### src/rtl/msg_tx_sequencer_if.sv
// Handshake and configuration bundle between the control logic, the message
// sequencer and the UART TX block.
interface msg_tx_sequencer_if #(
  parameter int DATA_W = 8,
  parameter int IDX_W  = 4
);
  logic              wr_en;
  logic [IDX_W-1:0]  wr_addr;
  logic [DATA_W-1:0] wr_data;
  logic [IDX_W:0]    msg_len;
  logic              start;
  logic              repeat_mode;
  logic              abort;
  logic              tx_ready;
  logic              tx_valid;
  logic [DATA_W-1:0] tx_data;
  logic              busy;
  logic              done;
  logic [IDX_W-1:0]  word_idx;

  modport master (
    output wr_en, wr_addr, wr_data, msg_len, start, repeat_mode, abort, tx_ready,
    input  tx_valid, tx_data, busy, done, word_idx
  );

  modport slave (
    input  wr_en, wr_addr, wr_data, msg_len, start, repeat_mode, abort, tx_ready,
    output tx_valid, tx_data, busy, done, word_idx
  );
endinterface

### src/rtl/msg_tx_sequencer.sv
// Streams a programmable-length message from a writable buffer to the UART TX
// over valid/ready, with optional inter-word gap, repeat mode and abort.
//
// state  | meaning
// IDLE   | waiting for start
// SEND   | word presented, waiting for tx_ready
// GAP    | idle cycles between words, tx_valid low
// DONE   | single-shot pass finished, done pulses for one cycle
module msg_tx_sequencer #(
  parameter int DATA_W     = 8,
  parameter int DEPTH      = 16,
  parameter int IDX_W      = 4,
  parameter int GAP_CYCLES = 0
) (
  input logic clk,
  input logic rst,
  msg_tx_sequencer_if.slave bus
);
  localparam int GAP_W = (GAP_CYCLES > 1) ? $clog2(GAP_CYCLES) : 1;
  localparam int LEN_W = IDX_W + 1;

  typedef enum logic [1:0] {S_IDLE, S_SEND, S_GAP, S_DONE} state_t;

  state_t            state_q, state_d;
  logic [DATA_W-1:0] mem_q [DEPTH];
  logic [LEN_W-1:0]  len_q, len_d, len_clip;
  logic [IDX_W-1:0]  idx_q, idx_d, load_idx, nxt_idx;
  logic [DATA_W-1:0] data_q, data_d;
  logic              valid_q, valid_d;
  logic [GAP_W-1:0]  gap_q, gap_d;
  logic              load_en, hs, last;

  always_ff @(posedge clk) begin
    if (!rst) begin
      state_q <= S_IDLE;
      len_q   <= '0;
      idx_q   <= '0;
      data_q  <= '0;
      valid_q <= 1'b0;
      gap_q   <= '0;
      for (int i = 0; i < DEPTH; i++) mem_q[i] <= '0;
    end else begin
      state_q <= state_d;
      len_q   <= len_d;
      idx_q   <= idx_d;
      data_q  <= data_d;
      valid_q <= valid_d;
      gap_q   <= gap_d;
      if (bus.wr_en) mem_q[bus.wr_addr] <= bus.wr_data;
    end
  end

  always_comb begin
    state_d  = state_q;
    len_d    = len_q;
    idx_d    = idx_q;
    valid_d  = valid_q;
    gap_d    = gap_q;
    load_en  = 1'b0;
    load_idx = idx_q;
    len_clip = (bus.msg_len > LEN_W'(DEPTH)) ? LEN_W'(DEPTH) : bus.msg_len;
    hs       = valid_q & bus.tx_ready;
    last     = ({1'b0, idx_q} == (len_q - LEN_W'(1)));
    nxt_idx  = last ? '0 : idx_q + IDX_W'(1);

    case (state_q)
      S_IDLE: begin
        if (bus.start) begin
          if (bus.msg_len == '0) begin
            state_d = S_DONE;
          end else begin
            len_d    = len_clip;
            idx_d    = '0;
            load_en  = 1'b1;
            load_idx = '0;
            valid_d  = 1'b1;
            state_d  = S_SEND;
          end
        end
      end
      S_SEND: begin
        if (hs) begin
          if (last && !bus.repeat_mode) begin
            valid_d = 1'b0;
            state_d = S_DONE;
          end else if (GAP_CYCLES == 0) begin
            idx_d    = nxt_idx;
            load_en  = 1'b1;
            load_idx = nxt_idx;
          end else begin
            // word_idx already points at the word that follows the gap
            idx_d   = nxt_idx;
            valid_d = 1'b0;
            gap_d   = GAP_W'(GAP_CYCLES - 1);
            state_d = S_GAP;
          end
        end
      end
      S_GAP: begin
        if (gap_q == '0) begin
          load_en = 1'b1;
          valid_d = 1'b1;
          state_d = S_SEND;
        end else begin
          gap_d = gap_q - GAP_W'(1);
        end
      end
      S_DONE: state_d = S_IDLE;
      default: state_d = S_IDLE;
    endcase

    if (bus.abort && state_q != S_IDLE) begin
      state_d = S_IDLE;
      valid_d = 1'b0;
      idx_d   = '0;
      load_en = 1'b0;
    end

    data_d = load_en ? mem_q[load_idx] : data_q;
  end

  assign bus.tx_valid = valid_q;
  assign bus.tx_data  = data_q;
  assign bus.busy     = (state_q != S_IDLE);
  assign bus.done     = (state_q == S_DONE);
  assign bus.word_idx = idx_q;
endmodule

### src/flat_wrapper.sv
// flat-port wrapper written by rule: the top's interface ports become plain ports
module msg_tx_sequencer_flat 
#(
  parameter int DATA_W     = 8,
  parameter int DEPTH      = 16,
  parameter int IDX_W      = 4,
  parameter int GAP_CYCLES = 0
)
  (clk, rst, bus_wr_en, bus_wr_addr, bus_wr_data, bus_msg_len, bus_start, bus_repeat_mode, bus_abort, bus_tx_ready, bus_tx_valid, bus_tx_data, bus_busy, bus_done, bus_word_idx);
  msg_tx_sequencer_if #(.DATA_W(DATA_W), .IDX_W(IDX_W)) bus_i ();
  input logic clk;
  input logic rst;
  input wire logic [$bits(bus_i.wr_en)-1:0] bus_wr_en;
  input wire logic [$bits(bus_i.wr_addr)-1:0] bus_wr_addr;
  input wire logic [$bits(bus_i.wr_data)-1:0] bus_wr_data;
  input wire logic [$bits(bus_i.msg_len)-1:0] bus_msg_len;
  input wire logic [$bits(bus_i.start)-1:0] bus_start;
  input wire logic [$bits(bus_i.repeat_mode)-1:0] bus_repeat_mode;
  input wire logic [$bits(bus_i.abort)-1:0] bus_abort;
  input wire logic [$bits(bus_i.tx_ready)-1:0] bus_tx_ready;
  output wire logic [$bits(bus_i.tx_valid)-1:0] bus_tx_valid;
  output wire logic [$bits(bus_i.tx_data)-1:0] bus_tx_data;
  output wire logic [$bits(bus_i.busy)-1:0] bus_busy;
  output wire logic [$bits(bus_i.done)-1:0] bus_done;
  output wire logic [$bits(bus_i.word_idx)-1:0] bus_word_idx;
  assign bus_i.wr_en = bus_wr_en;
  assign bus_i.wr_addr = bus_wr_addr;
  assign bus_i.wr_data = bus_wr_data;
  assign bus_i.msg_len = bus_msg_len;
  assign bus_i.start = bus_start;
  assign bus_i.repeat_mode = bus_repeat_mode;
  assign bus_i.abort = bus_abort;
  assign bus_i.tx_ready = bus_tx_ready;
  assign bus_tx_valid = bus_i.tx_valid;
  assign bus_tx_data = bus_i.tx_data;
  assign bus_busy = bus_i.busy;
  assign bus_done = bus_i.done;
  assign bus_word_idx = bus_i.word_idx;
  msg_tx_sequencer #(.DATA_W(DATA_W), .DEPTH(DEPTH), .IDX_W(IDX_W), .GAP_CYCLES(GAP_CYCLES)) u_core (.clk(clk), .rst(rst), .bus(bus_i));
endmodule
### config.mk
export PLATFORM = sky130hd
export DESIGN_NAME = msg_tx_sequencer_flat
export DESIGN_NICKNAME = d
export VERILOG_FILES = /design/src/rtl/msg_tx_sequencer_if.sv /design/src/rtl/msg_tx_sequencer.sv /design/src/flat_wrapper.sv
export SDC_FILE = /design/constraint.sdc
export NUM_CORES = 1
export LEC_CHECK = 0
export ABC_CLOCK_PERIOD_IN_PS = 3200
export CAP_MARGIN = 10
export CORE_AREA = 2 2 129 131
export CTS_CLUSTER_DIAMETER = 100
export CTS_CLUSTER_SIZE = 30
export DETAILED_ROUTE_END_ITERATION = 7
export DIE_AREA = 0 0 131 133
export PLACE_DENSITY = 0.64
export SYNTH_ARGS = -nofsm -noshare
export SYNTH_HDL_FRONTEND = slang
export SYNTH_SLANG_ARGS = --single-unit
### constraint.sdc
create_clock -name clk -period 3.2 [get_ports clk]
set_clock_uncertainty 0.15 [all_clocks]
set_input_delay 0.32 -clock clk [delete_from_list [all_inputs] [get_ports clk]]
set_output_delay 0.32 -clock clk [all_outputs]
set_load 0.05 [all_outputs]
Word-level counts from Yosys, hierarchy flattened. Memory sizes are Yosys's and may differ from the RTL's. A register that Yosys moved wholly into a read port is not among the register bits. Cells that the tools add are included.

Input bits: 24. ROM bits: 0. Output and inout bits: 15. Memory bits (writable): 128. Memories: 1. Bits in latches: 0. Logic and storage cells: 69. Bits in registers: 13.

Memory list: u_core.mem_q (depth 16, width 8, read ports 1, clocked after memory_dff 1, wr ports 16, line msg_tx_sequencer.sv:25) `logic [DATA_W-1:0] mem_q [DEPTH];`.

Divide/modulo/power cells: 0. Multipliers: 0. Shift operators: 0. Mux-type cells: 34. Reduce and logical (&&, ||, !) cells: 13. Bitwise logic cells: 3. Equality and inequality tests: 9. Add/sub/neg operators: 3. Magnitude comparators: 1.

Operator list (number): 2-to-1 mux 4 bit (6); 2-to-1 mux 1 bit (17); 2-to-1 mux 2 bit (5); 2-to-1 mux 8 bit (1); one-hot mux 2 bit (4 select lines) (1); one-hot mux 4 bit (2 select lines) (1); OR reduction 8 bit (1); inequality test 2 bit (second input constant) (3); one-hot mux 1 bit (3 select lines) (2); AND reduction 6 bit (1); equality test 4 x 5 -> 1 bit (1); greater-than comparator 5 bit (second input constant) (1); logical NOT 5 bit (1); 2-to-1 mux 5 bit (1); subtractor 5 x 1 -> 5 bit (second input constant) (1); adder 4 x 1 -> 4 bit (second input constant) (1); equality test 2 bit (second input constant) (2); inequality test 2 x 1 -> 1 bit (second input constant) (2); AND reduction 4 bit (1); AND reduction 3 bit (1); nonzero test 3 bit (1); equality test 2 x 1 -> 1 bit (second input constant) (1); logical AND 1 bit (2); logical NOT 1 bit (2); 6 further kinds (7).

Logic depth before layout (Yosys ltp).
Depth in word-level cells: 7. Mapped depth: 13.

Worst setup path after synthesis. No wires, ideal clock.

Kind: register -> register. From: register u_core.idx_q[2], in the netlist u_core.bus.word_idx[2]. To: register u_core.data_q[2], in the netlist u_core.bus.tx_data[2], read port of u_core.mem_q. Setup slack: 0.554 ns. Stages on the path, launching flop included: 12. Library setup time: 0.123 ns. Arrival time: 2.373 ns. Period minus slack after synthesis: 2.646 ns. Cells stage by stage: dfxtp_1 > xor3_1 > nor3_2 > and4b_4 > nor2_2 > o21a_1 > buf_6 > buf_6 > nand2_1 > nand3_1 > a32oi_1 > nand3_1.

Cells in the longest elaborated chain, start to end: 6. Elaborated cells on any way between the ends: 13.

RTL lines: start: declaration (line msg_tx_sequencer.sv:27) `logic [IDX_W-1:0] idx_q, idx_d, load_idx, nxt_idx;`; start signal: assignment (line msg_tx_sequencer.sv:45) `idx_q <= idx_d;`; parallel branches: the longest is 6 deep, another holds adder 4 x 1 -> 4 bit; end: declaration (line msg_tx_sequencer.sv:28) `logic [DATA_W-1:0] data_q, data_d;`.

Parallel ways; which one is timed is not known. A chain may end at the register's enable or synchronous reset.

Worst setup path after layout.
From: register u_core.len_q[0]. To: register u_core.data_q[4], in the netlist u_core.bus.tx_data[4], read port of u_core.mem_q.

Cells in the longest elaborated chain, start to end: 7. Elaborated cells on any way between the ends: 11.

RTL lines: start: declaration (line msg_tx_sequencer.sv:26) `logic [LEN_W-1:0] len_q, len_d, len_clip;`; start signal: assignment (line msg_tx_sequencer.sv:44) `len_q <= len_d;`; subtractor 5 x 1 -> 5 bit * (line msg_tx_sequencer.sv:63) `last = ({1'b0, idx_q} == (len_q - LEN_W'(1)));`; equality test 4 x 5 -> 1 bit * (line msg_tx_sequencer.sv:63); logical AND 1 bit (line msg_tx_sequencer.sv:83) `if (last && !bus.repeat_mode) begin`; 2-to-1 mux 1 bit (line msg_tx_sequencer.sv:83); 2-to-1 mux 1 bit (line msg_tx_sequencer.sv:82) `if (hs) begin`; one-hot mux 1 bit (3 select lines) (line msg_tx_sequencer.sv:66) `case (state_q)`; 2-to-1 mux 1 bit (line msg_tx_sequencer.sv:112) `if (bus.abort && state_q != S_IDLE) begin`.

Every way passes the cells marked *; elsewhere a longest branch is shown, timed or not.

==> metrics.cfg <==
[route]
vias_per_cell=5.53
route.detailed.drc=0
via_count=5046
wl_per_cell_um=20.3
ant_nets=0
wl_um=18500
drtIter0Drc=467
first_pass_iters=8

[timing]
clock.fmax_mhz=331
tns_ns=0
layout_setup_ws_ns=0.181
rsz0062_at_grt=no
setup_violations=0
tightestPinTransition_ns=0.835
relSlewSlack_pct=44.1
fin_crit_ns=3.02
hold_viol=0
final_max_slew_viol_count=0
fin_crit_sh_pct=94.4

[hold_path]
min_path_cells=2
hold_class=reg2reg

[logic_synthesis]
synth_edf_count=128
netlist_top_cells_area=edfxtp_1, and2_1, dfxtp_1, nand2_1, mux2i_1
syn_nets=649
ys.flop_type=edfxtp_1
yosysUniqueCellTypes=56
ys_seq_area_share_pct=59.8
synth.largest_area_cell=edfxtp_1
avgSynthCellArea_um2=11.4
synth.top_cell.area_share_pct=54.2
ys_async_sr_fraction_pct=0
yosys_warnings=0
synth_seq_cells=148
synth_cells=623
synth_area_um2=7090

[clocking]
cts.clk_slew.worst_paths_ns=0.06
clock_path_buffers=2
tritoncts=built
clock_sink_count=148
clk_latency_ns=0.43
cts_setup_buffers=0
holdBufCountCts=0
cts_root_buf=clkbuf_16
cts_buffers=17
htree_levels=4
postCtsResizedCells=0

[place]
place.gp.congestion=0.867
dpl.cell_count=880
numPortBuffers=38
place_ws_ns=0.119
hpwl_um=13000
placed_cell_area_um2=7840

[worst_setup_path]
endpoint_kind=flop
crit_required_ns=3.36
crit_arrival_ns=3.18
crit_type=reg2reg
reg2reg_depth=11
cp_max_fo=7
critPathLaunchType=flop

[power]
pwr_density_cell_nw_per_um2=555
leakagePower_uw=0.00303
vdd_drop_max_v=0.000410

[global_route]
grt_max_degree=40
grt_overflow=0
antenna_found_initial=0
grt_pass1_wl_um=28200
grt_usage_pct=22.2
grt_pass1_vias=5006

[layout]
fin_util_pct=52.3
final_common_cell=and2_1
area_growth_pct=19.3
stdcell_area_um2=8460
antenna_cells=0
nets=705
final_cells=912
layout-drive-gt1-share_pct=10.8
final_cell_mix=and2_1, edfxtp_1, nand2_1

[floorplan]
start_util_pct=43.9
dieArea_um2=17400
ios=39
fp.coreArea_um2=16200
die_x_um=131
die_h_um=133
rows=47

[flow_run]
maxCapViolCount=0

[status]
status=finished, final reports clean

## routing by layer
layer | vias up | GRT usage [%] | routed length [µm]
met5 | - | 0 | 0
met4 | 0 | 8.27 | 427
met3 | 30 | 5.46 | 1250
met2 | 212 | 35.4 | 9010
met1 | 2463 | 29.1 | 7790
li1 | 2341 | - | -
## metrics by stage
step / power (µW) / hold slack [ns]
floorplan: 2470 / 0.278
global placement: 2640 / 0.326
detailed placement: 2650 / 0.333
CTS: 4700 / 0.340
global route: 4810 / 0.365
finish: 4700 / 0.341
## Yosys cell counts, types with 13 or more instances
| cell type | n |
|---|---|
| nor2_1 | 26 |
| nand3_1 | 28 |
| dfxtp_1 | 20 |
| edfxtp_1 | 128 |
| a21oi_1 | 19 |
| mux2i_1 | 29 |
| and2_1 | 130 |
| a32oi_1 | 13 |
| clkbuf_1 | 13 |
| o21ai_0 | 19 |
| nand2_1 | 96 |
## registers in the layout, summed over array words and instances (netlist names)
signal               count
u_core.bus.tx_valid      1
u_core.len_q             5
u_core.state_q           2
u_core.bus.word_idx      4
u_core.bus.tx_data       8
u_core.mem_q           128
## cell families (layout without fill, tap and decap cells)
group / after synthesis / after routing / synth area share (%)
XOR/XNOR: 6 / 6 / 0.952
AND/OR/NAND/NOR: 325 / 325 / 24.3
multiplexers: 30 / 30 / 4.25
AO/OA/AOI/OAI: 79 / 79 / 7.76
adder cells (fa/ha/maj): 2 / 2 / 0.353
buffers and inverters: 33 / 102 / 2.54
flip-flops: 148 / 148 / 59.8
## final cells by class
cell class	instances	area [µm²]
clock inverter	13	179
clock buffer	19	433
inverter	4	15.0
sequential	148	4240
fill	1390	7710
multi-input combinational	442	2690
timing repair buffer	66	628
tap	220	275
## worst paths after layout
kind / from / end / slack [ns]
worst min-delay path: u_core.len_q[4]$_SDFFE_PN0P_ / u_core.len_q[4]$_SDFFE_PN0P_ / 0.34
worst min register to register: u_core.len_q[4]$_SDFFE_PN0P_ / u_core.len_q[4]$_SDFFE_PN0P_ / 0.34
worst max register to register: u_core.len_q[0]$_SDFFE_PN0P_ / u_core.bus.tx_data[4]$_SDFFE_PN0P_ / 0.18
worst max-delay path: u_core.len_q[0]$_SDFFE_PN0P_ / u_core.bus.tx_data[4]$_SDFFE_PN0P_ / 0.18
## report_power, final
part | switching, µW | internal [µW]
Combinational | 231 | 122
Sequential | 51.1 | 2200
Clock | 786 | 1300
## critical path, stage by stage (launching register included)
cell	delay, ns
dfxtp_1	0.39
inv_1	0.06
ha_1	0.22
xor3_1	0.39
nor3_2	0.21
and4b_4	0.33
o21ai_2	0.08
a21oi_2	0.32
and3_1	0.42
a221oi_1	0.18
nand2_1	0.10
nand3_1	0.06
Note: power is estimated with default switching activity, not from simulation.
